===== config.mk =====
export PLATFORM = sky130hd
export DESIGN_NAME = uart_tx_arbiter_flat
export DESIGN_NICKNAME = d
export VERILOG_FILES = /design/src/rtl/uart_tx_arbiter_if.sv /design/src/rtl/uart_tx_arbiter.sv /design/src/flat_wrapper.sv
export SDC_FILE = /design/constraint.sdc
export NUM_CORES = 1
export LEC_CHECK = 0
export BUFFER_PORTS_ARGS = -buffer_cell sky130_fd_sc_hd__clkbuf_2
export CAP_MARGIN = 20
export CORE_AREA = 2 2 97 99
export CTS_BUF_LIST = sky130_fd_sc_hd__clkbuf_4
export DETAILED_ROUTE_END_ITERATION = 10
export DIE_AREA = 0 0 99 101
export PLACE_DENSITY = 0.5
export SLEW_MARGIN = 20
export SYNTH_ARGS = -nofsm -noshare
export SYNTH_HDL_FRONTEND = slang
export SYNTH_SLANG_ARGS = --single-unit

===== constraint.sdc =====
create_clock -name clk_in -period 2.9 [get_ports clk_in]
set_input_delay 0.145 -clock clk_in [delete_from_list [all_inputs] [get_ports clk_in]]
set_output_delay 0.145 -clock clk_in [all_outputs]
set_load 0.01 [all_outputs]

===== src/rtl/uart_tx_arbiter_if.sv =====
// Requester handshakes and transmit-path outputs of the UART TX arbiter.
// The master side is the requesters and the transmitter; the slave side is the arbiter.
interface uart_tx_arbiter_if;
  logic [31:0] req_data;
  logic [3:0]  req_valid;
  logic [3:0]  req_last;
  logic [3:0]  req_ready;
  logic [7:0]  uart_tx_data;
  logic        uart_tx_enable;
  logic [1:0]  grant;
  logic        lock;
  logic        busy;

  modport master (
    output req_data, req_valid, req_last,
    input  req_ready, uart_tx_data, uart_tx_enable,
    input  grant, lock, busy
  );

  modport slave (
    input  req_data, req_valid, req_last,
    output req_ready, uart_tx_data, uart_tx_enable,
    output grant, lock, busy
  );
endinterface


===== src/rtl/uart_tx_arbiter.sv =====
// Round-robin, packet-locking arbiter that shares one UART transmit path
// between four byte-stream requesters, pacing frames with a frame-time counter.
module uart_tx_arbiter #(
  parameter logic [31:0] CLK_FREQ   = 32'd50_000_000,
  parameter logic [31:0] UART_BAUD  = 32'd115200,
  parameter logic [3:0]  FRAME_BITS = 4'd10,
  parameter logic [3:0]  GUARD_BITS = 4'd1
) (
  input logic clk_in,
  input logic rst_n_in,
  uart_tx_arbiter_if.slave bus
);
  localparam logic [31:0] BAUD_CNT  = CLK_FREQ / UART_BAUD;
  localparam logic [31:0] FRAME_CYC =
    BAUD_CNT * (32'(FRAME_BITS) + 32'(GUARD_BITS));
  localparam logic [19:0] CNT_LOAD  = 20'(FRAME_CYC - 32'd1);

  typedef enum logic [1:0] {
    IDLE = 2'd0,
    SEND = 2'd1,
    WAIT = 2'd2
  } state_t;

  state_t      state;
  state_t      state_nxt;
  logic [19:0] cnt;
  logic [1:0]  ptr;
  logic [1:0]  gnt;
  logic [1:0]  pick;
  logic        lck;
  logic        hit;
  logic        accept;
  logic [7:0]  data;

  // Reverse scan so the earliest candidate after ptr wins.
  always_comb begin
    pick = gnt;
    hit  = 1'b0;
    if (lck) begin
      hit = bus.req_valid[gnt];
    end else begin
      for (int k = 4; k >= 1; k--) begin
        if (bus.req_valid[ptr + 2'(k)]) begin
          hit  = 1'b1;
          pick = ptr + 2'(k);
        end
      end
    end
  end

  // No handshake may be offered while reset is held.
  assign accept = (state == IDLE) & hit & rst_n_in;

  always_ff @(posedge clk_in or negedge rst_n_in) begin
    if (!rst_n_in) begin
      state <= IDLE;
    end else begin
      state <= state_nxt;
    end
  end

  always_comb begin
    state_nxt = state;
    unique case (state)
      IDLE:    if (accept) state_nxt = SEND;
      SEND:    state_nxt = WAIT;
      WAIT:    if (cnt == '0) state_nxt = IDLE;
      default: state_nxt = IDLE;
    endcase
  end

  always_comb begin
    bus.req_ready = '0;
    if (accept) bus.req_ready[pick] = 1'b1;
    bus.uart_tx_enable = (state == SEND);
    bus.busy           = (state != IDLE);
  end

  always_ff @(posedge clk_in or negedge rst_n_in) begin
    if (!rst_n_in) begin
      data <= '0;
      gnt  <= '0;
      ptr  <= 2'd3;
      lck  <= 1'b0;
      cnt  <= '0;
    end else begin
      if (accept) begin
        data <= bus.req_data[{pick, 3'b000} +: 8];
        gnt  <= pick;
        ptr  <= pick;
        lck  <= ~bus.req_last[pick];
      end
      if (state == SEND) begin
        cnt <= CNT_LOAD;
      end else if (state == WAIT && cnt != '0) begin
        cnt <= cnt - 20'd1;
      end
    end
  end

  assign bus.uart_tx_data = data;
  assign bus.grant        = gnt;
  assign bus.lock         = lck;
endmodule


===== src/flat_wrapper.sv =====
// flat-port wrapper written by rule: the top's interface ports become plain ports
module uart_tx_arbiter_flat 
#(
  parameter logic [31:0] CLK_FREQ   = 32'd50_000_000,
  parameter logic [31:0] UART_BAUD  = 32'd115200,
  parameter logic [3:0]  FRAME_BITS = 4'd10,
  parameter logic [3:0]  GUARD_BITS = 4'd1
)
  (clk_in, rst_n_in, bus_req_data, bus_req_valid, bus_req_last, bus_req_ready, bus_uart_tx_data, bus_uart_tx_enable, bus_grant, bus_lock, bus_busy);
  uart_tx_arbiter_if bus_i ();
  input logic clk_in;
  input logic rst_n_in;
  input wire logic [$bits(bus_i.req_data)-1:0] bus_req_data;
  input wire logic [$bits(bus_i.req_valid)-1:0] bus_req_valid;
  input wire logic [$bits(bus_i.req_last)-1:0] bus_req_last;
  output wire logic [$bits(bus_i.req_ready)-1:0] bus_req_ready;
  output wire logic [$bits(bus_i.uart_tx_data)-1:0] bus_uart_tx_data;
  output wire logic [$bits(bus_i.uart_tx_enable)-1:0] bus_uart_tx_enable;
  output wire logic [$bits(bus_i.grant)-1:0] bus_grant;
  output wire logic [$bits(bus_i.lock)-1:0] bus_lock;
  output wire logic [$bits(bus_i.busy)-1:0] bus_busy;
  assign bus_i.req_data = bus_req_data;
  assign bus_i.req_valid = bus_req_valid;
  assign bus_i.req_last = bus_req_last;
  assign bus_req_ready = bus_i.req_ready;
  assign bus_uart_tx_data = bus_i.uart_tx_data;
  assign bus_uart_tx_enable = bus_i.uart_tx_enable;
  assign bus_grant = bus_i.grant;
  assign bus_lock = bus_i.lock;
  assign bus_busy = bus_i.busy;
  uart_tx_arbiter #(.CLK_FREQ(CLK_FREQ), .UART_BAUD(UART_BAUD), .FRAME_BITS(FRAME_BITS), .GUARD_BITS(GUARD_BITS)) u_core (.clk_in(clk_in), .rst_n_in(rst_n_in), .bus(bus_i));
endmodule

---- Word-level counts from Yosys, hierarchy flattened ----
Index checks and enable logic that the tools add are counted.
word-level totals
  flip-flop bits (word level) ............. 35
  input bits .............................. 42
  output and inout bits ................... 17
  word-level logic and storage cells ...... 63
operators by class
  add/subtract/negate cells ............... 4
  $lt $le $gt $ge ......................... 7
  equality and inequality tests ........... 4
  shifts and indexed selects .............. 1
  multiplexer cells ....................... 30
  bitwise logic cells ..................... 3
  reduce and logical (&&, ||, !) cells .... 8
operators with widths
  kind                                                        count
  2-to-1 mux 20 bit                                           2
  variable part select 32 x 6 -> 8 bit                        1
  zero test 20 bit                                            1
  nonzero test 20 bit                                         1
  subtractor 20 x 1 -> 20 bit, second input constant          1
  less-than comparator 2 x 3 -> 1 bit, second input constant  6
  2-to-1 mux 2 bit                                            7
  binary-select mux 1 bit (select 2 bit)                      6
  2-to-1 mux 1 bit                                            12
  case mux 2 bit (3 select lines)                             1
  adder 2 bit, second input constant                          2
  2-to-1 mux 4 bit                                            1
  != test 2 x 1 -> 1 bit, second input constant               2
  nonzero test 2 bit                                          2
  adder 2 x 1 -> 2 bit, second input constant                 1
  bitwise AND 1 bit                                           2
  demux 1 bit (select 2 bit)                                  1
  equality test 2 x 1 -> 1 bit, second input constant         1
  equality test 2 bit, second input constant                  1
  >= comparator 2 x 1 -> 1 bit, second input constant         1
  logical AND 1 bit                                           2
  zero test 2 bit                                             1
  AND reduction 2 bit                                         1
  inverter 1 bit                                              1

---- Longest topological paths before layout ----
Gate-level depths: netlist of run 1.
  depth in word-level cells ............... 12
  gate-level depth with buffers ........... 9
  gate-level depth less buffers ........... 7

---- Least setup slack after synthesis of run 1 ----
OpenSTA, ideal clock, no wires.
  kind .................................... register to register
  start point ............................. register u_core.cnt[15]
  end point ............................... register u_core.cnt[15]
  setup time .............................. 0.079 ns
  data arrival time ....................... 2.287 ns
  data required time ...................... 2.821 ns
  slack ................................... 0.534 ns
  stages on the path, launching flop included .. 7
  path buffers ............................ 0
  clock period less this slack ............ 2.366 ns
  cell sequence ........................... dfrtp_1 > or4_1 > or4_4 > o41a_4 > nand4_4 > or4_1 > mux2i_1
between the ends
  word-level cells in the longest chain between the ends .. 3
  elaborated cells on any way between the ends .. 6
  those cells by class .................... 1 x add/sub; 2 x mux; 3 x reduce/logical
RTL lines
  what                                                                line                                          text
  start: declaration                                                  uart_tx_arbiter.sv:26                         logic [19:0] cnt;
  start signal: assignment                                            uart_tx_arbiter.sv:96                         cnt <= cnt - 20'd1;
  subtractor 20 x 1 -> 20 bit or nonzero test 20 bit (tied branches)  uart_tx_arbiter.sv:96, uart_tx_arbiter.sv:95
  2-to-1 mux 20 bit or logical AND 1 bit (tied branches)              uart_tx_arbiter.sv:95                         end else if (state == WAIT && cnt != '0) begin
  2-to-1 mux 20 bit or nonzero test 2 bit (tied branches)             --
Parallel ways exist; a longest one is shown, timed or not. The select of a mux whose other input is x is not followed.
A chain may end at the register's enable or synchronous reset.

---- Worst setup path in the final report of run 1 ----
  start point ............................. register u_core.ptr[0]
  end point ............................... output bus_req_ready[3]
between the ends
  word-level cells in the longest chain between the ends .. 12
  elaborated cells on any way between the ends .. 29
  those cells by class .................... 3 x add/sub; 2 x order compare; 21 x mux; 2 x bitwise; 1 x reduce/logical
RTL lines
  what                                                                                                       line                                          text
  start: declaration                                                                                         uart_tx_arbiter.sv:27                         logic [1:0] ptr;
  start signal: assignment                                                                                   uart_tx_arbiter.sv:90                         ptr <= pick;
  adder 2 bit or binary-select mux 1 bit (select 2 bit) (tied branches)                                      uart_tx_arbiter.sv:43, uart_tx_arbiter.sv:45
  binary-select mux 1 bit (select 2 bit) or 2-to-1 mux 1 bit (tied branches)                                 uart_tx_arbiter.sv:43                         if (bus.req_valid[ptr + 2'(k)]) begin
  2-to-1 mux 1 bit (not written as such) or 2-to-1 mux 2 bit (tied branches)                                 uart_tx_arbiter.sv:43
  2-to-1 mux 2 bit (3 in a row)                                                                              uart_tx_arbiter.sv:43
  2-to-1 mux 2 bit                                                                                           uart_tx_arbiter.sv:39                         if (lck) begin
  less-than comparator 2 x 3 -> 1 bit (not written as such) or >= comparator 2 x 1 -> 1 bit (tied branches)  uart_tx_arbiter.sv:74                         if (accept) bus.req_ready[pick] = 1'b1;
  logical AND 1 bit (not written as such)                                                                    uart_tx_arbiter.sv:74
  2-to-1 mux 1 bit (not written as such)                                                                     uart_tx_arbiter.sv:74
  demux 1 bit (select 2 bit)                                                                                 --
  2-to-1 mux 4 bit (*)                                                                                       uart_tx_arbiter.sv:74
  end: declaration                                                                                           flat_wrapper.sv:16                            output wire logic [$bits(bus_i.req_ready)-1:0] bus_req_ready;
Mark *: on every way between the ends. The rest lies on a longest branch, timed or not. The select of a mux whose other input is x is not followed.

==> run_results.csv, run 1 <==
group,metric,value,unit
worst_setup_path,cp.depth,8,
floorplanning,die_y,101,um
worst_setup_path,crit_top_cell,"buf_4",
route,wl_per_cell,13.12,um
worst_setup_path,start_kind,"flop",
synth,ys_seq_elements,35,
cts,clk-insertion-delay-late,0.34,ns
floorplanning,die_w,99,um
cts,max-clock-path-buffers,2,
route,wirelength,5.301,mm
sta,setup_viol,0,
worst_setup_path,critPathMaxFanout,19,
floorplanning,die-area,9999,um^2
route,dr_total_vias,1953,
place,dp_hpwl,3.927,mm
synth,synth-seq-area-share,39.93,%
worst_hold_path,hp-class,"input pin to flop",
floorplanning,rows,35,
final_layout,area_growth,23.83,%
power,max-vdd-ir-drop,0.0002540,V
cts,numCtsBuffers,5,
sta,period_share,93.81,%
floorplanning,io_pins,59,
synth,async_flop_share,100.0,%
synth,synth_top_family_by_area,"simple AND/OR/NAND/NOR gates",
final_layout,layout.nets,336,
worst_setup_path,cp_data_required_time,2.76,ns
route,dr.pass1.iters,4,
worst_setup_path,reg2reg_depth,6,
final_layout,fill_cells,960,
global_route,antenna_found_initial,0,
cts,htree_levels,2,
sta,finalMaxSlewViolations,0,
place,dpl_cell_area,2615,um^2
global_route,grt_start_max_net_pins,36,
worst_setup_path,endpoint_kind,"output pin",
synth,syn_nets,278,
worst_setup_path,crit_type,"flop to output pin",
worst_setup_path,worstPathArrival,2.58,ns
synth,synthCells,234,
synth,synth_edf_count,0,
run,maxCapViolCount,0,
place,gp_congestion,0.7565,
floorplanning,coreArea,8977,um^2
sta,worst_pin_slew,0.7552,ns
synth,post_synth.cell_area_avg,9.400,um^2
global_route,overflow,0,
power,p_per_area,895.8,nW/um^2
route,ant_nets,0,
route,vias_per_cell,4.834,
synth,synthMuxAreaShare,14.79,%
cts,cts_tree,"built",
worst_setup_path,crit_buf_inv,3,
cts,root_buffer,"clkbuf_4",
worst_setup_path,crit_slowest_cell,"dfstp_4",
synth,synth-main-ff-cell,"dfrtp_1",
sta,max_freq,367.6,MHz
sta,layout_min_cycle_time,2.720,ns
global_route,grt.total_usage,10.86,%
status,outcome,"complete, no violations",
place,place_ws,0.2376,ns
route,drc_errors,0,
sta,rsz0062_at_grt,"no",
synth,synth-adder-area-share,1.138,%
place,dp.cells,395,
worst_setup_path,path_cells,"mux2i_1 > a22oi_2 > a2111oi_2 > buf_4 > nor2_2 > buf_4 > and3_1 > clkbuf_2",
synth,yosysUniqueCellTypes,51,
sta,fin_tns_setup,0,ns
sta,hold_viol,0,
floorplanning,initial_core_util,24.50,%
synth,yosys.area_share.simple,21.39,%
synth,synth_area,2200,um^2
synth,yosys_warnings,0,
global_route,grt_pass1_vias,1846,
place,port_buffers,58,
route,drtIter0Drc,45,
cts,cts_setup_buffers,0,
worst_setup_path,max_stage_delay,0.76,ns
synth,synth-xor-area-share,1.991,%
sta,setup_ws,0.1795,ns
worst_hold_path,holdPathStages,3,
final_layout,drive_gt1_share,30.03,%
final_layout,final_cells,404,
worst_setup_path,cp_top_family,"flip-flops",
global_route,grt_pass1_wl,8.894,mm
cts,clk_pin_slew,0.12,ns
sta,finClkSkew,0.01382,ns
final_layout,design_area,2724,um^2
sta,relSlewSlack,49.65,%
cts,cts_num_sinks,35,
synth,synth_compound_area_share,16.61,%
power,p_leak,1.278,nW
final_layout,insertedDiodeCount,0,
-- cell usage in the layout (no fill, tap or decap), types with 2 or more instances in the layout --
| master | synthesis | routed |
|---|---|---|
| dfrtp_1 | 33 | 33 |
| mux2_2 | 2 | 2 |
| or3_1 | 5 | 5 |
| o2111ai_1 | 2 | 2 |
| buf_4 | 0 | 6 |
| nand3_1 | 4 | 4 |
| clkbuf_2 | 0 | 58 |
| o21ai_0 | 5 | 5 |
| nor4_1 | 3 | 3 |
| nor2_1 | 16 | 15 |
| a21oi_1 | 9 | 9 |
| or4_1 | 4 | 4 |
| nor2b_1 | 5 | 5 |
| clkbuf_4 | 0 | 5 |
| nor3_1 | 3 | 3 |
| a21boi_0 | 2 | 2 |
| ha_1 | 2 | 2 |
| nand2_1 | 33 | 33 |
| o221ai_1 | 9 | 9 |
| inv_1 | 7 | 7 |
| xnor2_1 | 3 | 3 |
| o211ai_1 | 4 | 4 |
| nand2b_1 | 8 | 8 |
| o31ai_1 | 3 | 3 |
| xor2_1 | 2 | 2 |
| mux2i_1 | 28 | 28 |
-- power by group --
group / total [mW] / internal (mW) / switching, mW
clock network: 0.341 / 0.177 / 0.164
logic: 1.24 / 0.569 / 0.668
registers: 0.862 / 0.656 / 0.206
-- sequential cells by signal, indices dropped and copies added, names as in the netlist --
register                 cells
u_core.bus.grant             2
u_core.cnt                  20
u_core.bus.lock              1
u_core.ptr                   2
u_core.state                 2
u_core.bus.uart_tx_data      8
-- layer usage --
metal	track usage [%]	part of all wire, %	vias up	routed length (um)
li1	-	-	983	-
met4	4.110	1.3	0	70
met1	15.39	48	925	2550
met3	1.526	2.9	5	153
met5	0	0	-	0
met2	16.79	48	40	2525
-- kinds of logic (layout without fill, tap and decap cells) --
kind of cell    Yosys count  in the layout
simple gates             91             91
buf+inv                  22             81
fa+ha+maj                 2              2
xor+xnor                  5              5
compound gates           48             48
flops                    35             35
mux                      31             31
-- final timing paths --
check / startpoint / to / slack (ns)
worst max-delay path: u_core.ptr[0]$_DFFE_PN1P_ / bus_req_ready[3] / 0.18
worst min-delay path: bus_req_data[0] / u_core.bus.uart_tx_data[0]$_DFFE_PN0P_ / 0.12
worst max register to register: u_core.cnt[15]$_DFFE_PN0P_ / u_core.cnt[15]$_DFFE_PN0P_ / 0.42
worst min register to register: u_core.cnt[15]$_DFFE_PN0P_ / u_core.cnt[15]$_DFFE_PN0P_ / 0.47
max in group asynchronous: rst_n_in / u_core.ptr[1]$_DFFE_PN1P_ / 2.10
min in group asynchronous: rst_n_in / u_core.cnt[16]$_DFFE_PN0P_ / 0.44
-- cells in the mapped netlist, drive strengths merged (2+ instances only) --
| cell type | count | area [um^2] |
|---|---|---|
| nand2 | 34 | 130.1 |
| dfrtp | 33 | 825.8 |
| mux2i | 28 | 280.3 |
| nor2 | 16 | 60.06 |
| a21oi | 9 | 45.04 |
| o221ai | 9 | 78.83 |
| buf | 8 | 38.78 |
| inv | 8 | 30.03 |
| nand2b | 8 | 50.05 |
| clkbuf | 6 | 22.52 |
| o21ai | 6 | 30.02 |
| nor2b | 5 | 31.28 |
| or3 | 5 | 31.28 |
| or4 | 5 | 41.29 |
| nand3 | 4 | 20.02 |
| o211ai | 4 | 30.03 |
| nor3 | 3 | 15.01 |
| nor4 | 3 | 18.77 |
| o31ai | 3 | 22.52 |
| xnor2 | 3 | 26.28 |
| a21boi | 2 | 15.01 |
| a22oi | 2 | 15.01 |
| dfstp | 2 | 52.55 |
| ha | 2 | 25.02 |
| mux2 | 2 | 22.52 |
| nand4 | 2 | 27.53 |
| o2111ai | 2 | 17.52 |
| o311ai | 2 | 17.52 |
| xor2 | 2 | 17.52 |
-- through the flow --
step | total power, mW | hold WS [ns] | utilization, %
floorplan | 1.723 | -0.1506 | -
global placement | 2.082 | 0.3071 | 29.13
detailed placement | 2.087 | 0.3107 | 29.13
CTS | 2.450 | 0.09805 | 30.15
global route | 2.662 | 0.1044 | 30.34
finish | 2.440 | 0.1158 | 30.34
-- tightest hold or removal path, stage by stage --
cell and delay [ns]:
clkbuf_2 0.07, mux2i_1 0.05, o221ai_1 0.15
-- cell type report --
| class | instances | area, um^2 | share of cell area, % |
|---|---|---|---|
| Clock inverter | 3 | 38.79 | 1.424 |
| Tap cell | 111 | 138.9 | 5.099 |
| Sequential cell | 35 | 882.1 | 32.38 |
| Inverter | 8 | 30.03 | 1.102 |
| Multi-Input combinational cell | 177 | 1251 | 45.93 |
| Timing Repair Buffer | 65 | 345.3 | 12.68 |
| Clock buffer | 5 | 37.54 | 1.378 |
-- what timing repair did --
| action | CTS | global route |
|---|---|---|
| gates resized for setup | 2 | 3 |
| endpoints found under the hold margin | 33 | 0 |
| hold buffers | 1 | 0 |
| setup endpoints to repair | 3 | 3 |
Power figures use the tool's default switching activity.
==> run 2: changes to the inputs <==
--- a/config.mk
+++ b/config.mk
@@ -5,7 +5,7 @@
 export SDC_FILE = /design/constraint.sdc
 export NUM_CORES = 1
 export LEC_CHECK = 0
-export BUFFER_PORTS_ARGS = -buffer_cell sky130_fd_sc_hd__clkbuf_2
+export BUFFER_PORTS_ARGS = -buffer_cell sky130_fd_sc_hd__buf_4
 export CAP_MARGIN = 20
 export CORE_AREA = 2 2 97 99
 export CTS_BUF_LIST = sky130_fd_sc_hd__clkbuf_4
==> run 2 against run 1 <==
Compared with the run above: cell area rose by 5.7%; first-iteration DRC count rose by 49%; global-route usage up 0.62 points; critical path type unchanged; sequential share of layout area is 1.9 points lower; final cell count rose by 0.99%.
==> run_results.csv, run 2 (synthesis results as in run 1) <==
group,metric,value,unit
global_route,grt_pass1_vias,1910,
route,drc_errors,0,
route,wirelength,5.612,mm
global_route,antenna_found_initial,0,
final_layout,area_growth,30.94,%
sta,max_freq,371.3,MHz
power,clkPwrFrac,11.1,%
global_route,grt_pass1_wl,9.315,mm
floorplanning,coreArea,8977,um^2
worst_setup_path,crit_type,"flop to output pin",
cts,root_buffer,"clkbuf_4",
route,dr_total_vias,1962,
status,outcome,"complete, no violations",
power,p_seq_share,32.8,%
cts,cts_num_sinks,35,
final_layout,drive_gt1_share,31.31,%
route,ant_nets,0,
sta,finClkSkew,0.01620,ns
final_layout,insertedDiodeCount,0,
global_route,overflow,0,
worst_hold_path,holdPathStages,3,
place,dp_hpwl,4.111,mm
cts,clk-insertion-delay-late,0.35,ns
worst_setup_path,cp_data_required_time,2.76,ns
sta,hold_viol,0,
sta,rsz0062_at_grt,"no",
worst_setup_path,worstPathArrival,2.55,ns
route,dr.pass1.iters,4,
final_layout,layout.nets,340,
run,maxCapViolCount,0,
sta,relSlewSlack,51.96,%
power,sw_frac_of_total,42.55,%
sta,setup_viol,0,
power,p_leak,1.327,nW
sta,layout_min_cycle_time,2.693,ns
floorplanning,die_y,101,um
final_layout,top_register,"u_core.cnt",
place,port_buffers,58,
floorplanning,die-area,9999,um^2
final_layout,multiInputGateArea,1251,um^2
power,max-vdd-ir-drop,0.0002283,V
floorplanning,initial_core_util,24.50,%
sta,worst_pin_slew,0.7206,ns
worst_setup_path,critPathMaxFanout,13,
final_layout,final_common_cell,"buf_4",
route,vias_per_cell,4.809,
cts,cts_tree,"built",
final_layout,seq_area,878.3,um^2
sta,period_share,92.86,%
worst_setup_path,reg2reg_depth,6,
power,p_sw,1.063,mW
global_route,grt.total_usage,11.48,%
floorplanning,io_pins,59,
final_layout,final_cell_mix,"67 x buf_4, 33 x dfrtp_1, 32 x nand2_1, 28 x mux2i_1, 15 x nor2_1",
route,wl_per_cell,13.75,um
power,p_comb_share,56.1,%
floorplanning,die_w,99,um
worst_setup_path,start_kind,"flop",
sta,fin_tns_setup,0,ns
power,p_per_area,867.4,nW/um^2
place,gp_congestion,0.7394,
cts,numCtsBuffers,5,
power,power.internal,1.435,mW
final_layout,largest_reg_flops,20,
cts,htree_levels,2,
global_route,grt_start_max_net_pins,36,
final_layout,finish.utilization,32.08,%
worst_setup_path,endpoint_kind,"output pin",
floorplanning,rows,35,
cts,clk_pin_slew,0.10,ns
cts,max-clock-path-buffers,2,
sta,finalMaxSlewViolations,0,
worst_hold_path,hp-class,"input pin to flop",
final_layout,fill_cells,960,
route,drtIter0Drc,67,
## run 2: changes by cell type in the layout (fill, tap and decap cells not counted), sizes merged
cell / before / now
buf: 6 / 68
clkinvlp: 0 / 1
clkinv: 2 / 1
bufinv: 1 / 0
clkbuf: 63 / 6
## run 2: power by group through the flow
stage          Sequential [mW]  Clock [mW]  Combinational [mW]
6_report                 0.819       0.277                1.40
2_1_floorplan            0.797           0               0.926
3_3_place_gp             0.821           0                1.37
3_5_place_dp             0.825           0                1.39
4_1_cts                  0.817       0.291                1.40
5_1_grt                  0.852       0.319                1.56
## run 2: area by class of cell
| type | count | share of cell area [%] |
|---|---|---|
| Clock inverter | 2 | 0.4344 |
| Clock buffer | 6 | 1.564 |
| Sequential cell | 35 | 30.50 |
| Timing Repair Buffer | 69 | 18.20 |
| Multi-Input combinational cell | 177 | 43.44 |
| Inverter | 8 | 1.043 |
| Tap cell | 111 | 4.822 |
## run 2: worst max-delay path, stage by stage, from the launching register on
cell and delay, ns:
dfstp_2 0.66, buf_4 0.22, nand2b_1 0.14, a22oi_1 0.13, a2111oi_1 0.32, buf_4 0.20
nor2_4 0.09, buf_6 0.19, nor2_1 0.12, buf_4 0.14
## run 2: metal layers
| metal | GRT usage (%) | wire (um) | vias to the layer above |
|---|---|---|---|
| met5 | 0 | 0 | - |
| met4 | 3.793 | 68 | 0 |
| met3 | 2.080 | 126 | 5 |
| met2 | 18.30 | 2689 | 28 |
| met1 | 15.74 | 2728 | 945 |
| li1 | - | - | 984 |
## run 2: repair_timing
action                     CTS  global route
setup endpoints to repair    2             3
buffers inserted             0             0
hold endpoints to repair    33             0
gates resized for setup      1             4
hold buffers                 1             0
## run 2: final timing paths
path	start	slack, ns	endpoint
worst max register to register	u_core.cnt[15]$_DFFE_PN0P_	0.25	u_core.cnt[9]$_DFFE_PN0P_
worst min-delay path	bus_req_last[1]	0.11	u_core.bus.lock$_DFFE_PN0P_
max in group asynchronous	rst_n_in	2.13	u_core.ptr[0]$_DFFE_PN1P_
min in group asynchronous	rst_n_in	0.41	u_core.cnt[16]$_DFFE_PN0P_
worst min register to register	u_core.cnt[15]$_DFFE_PN0P_	0.48	u_core.cnt[15]$_DFFE_PN0P_
worst max-delay path	u_core.ptr[0]$_DFFE_PN1P_	0.21	bus_req_ready[2]
## run 2: stage by stage
| stage | instances | instance area, um^2 | total power [mW] | setup slack, ns | hold WS (ns) |
|---|---|---|---|---|---|
| floorplan | 234 | 2200 | 1.723 | 0.5341 | -0.1506 |
| finish | 408 | 2880 | 2.498 | 0.2071 | 0.1146 |
| detailed placement | 399 | 2794 | 2.217 | 0.2087 | 0.2768 |
| global route | 408 | 2880 | 2.727 | 0.02316 | 0.1053 |
| CTS | 408 | 2867 | 2.512 | 0.05049 | 0.1063 |
| global placement | 398 | 2783 | 2.188 | 0.1014 | 0.2821 |
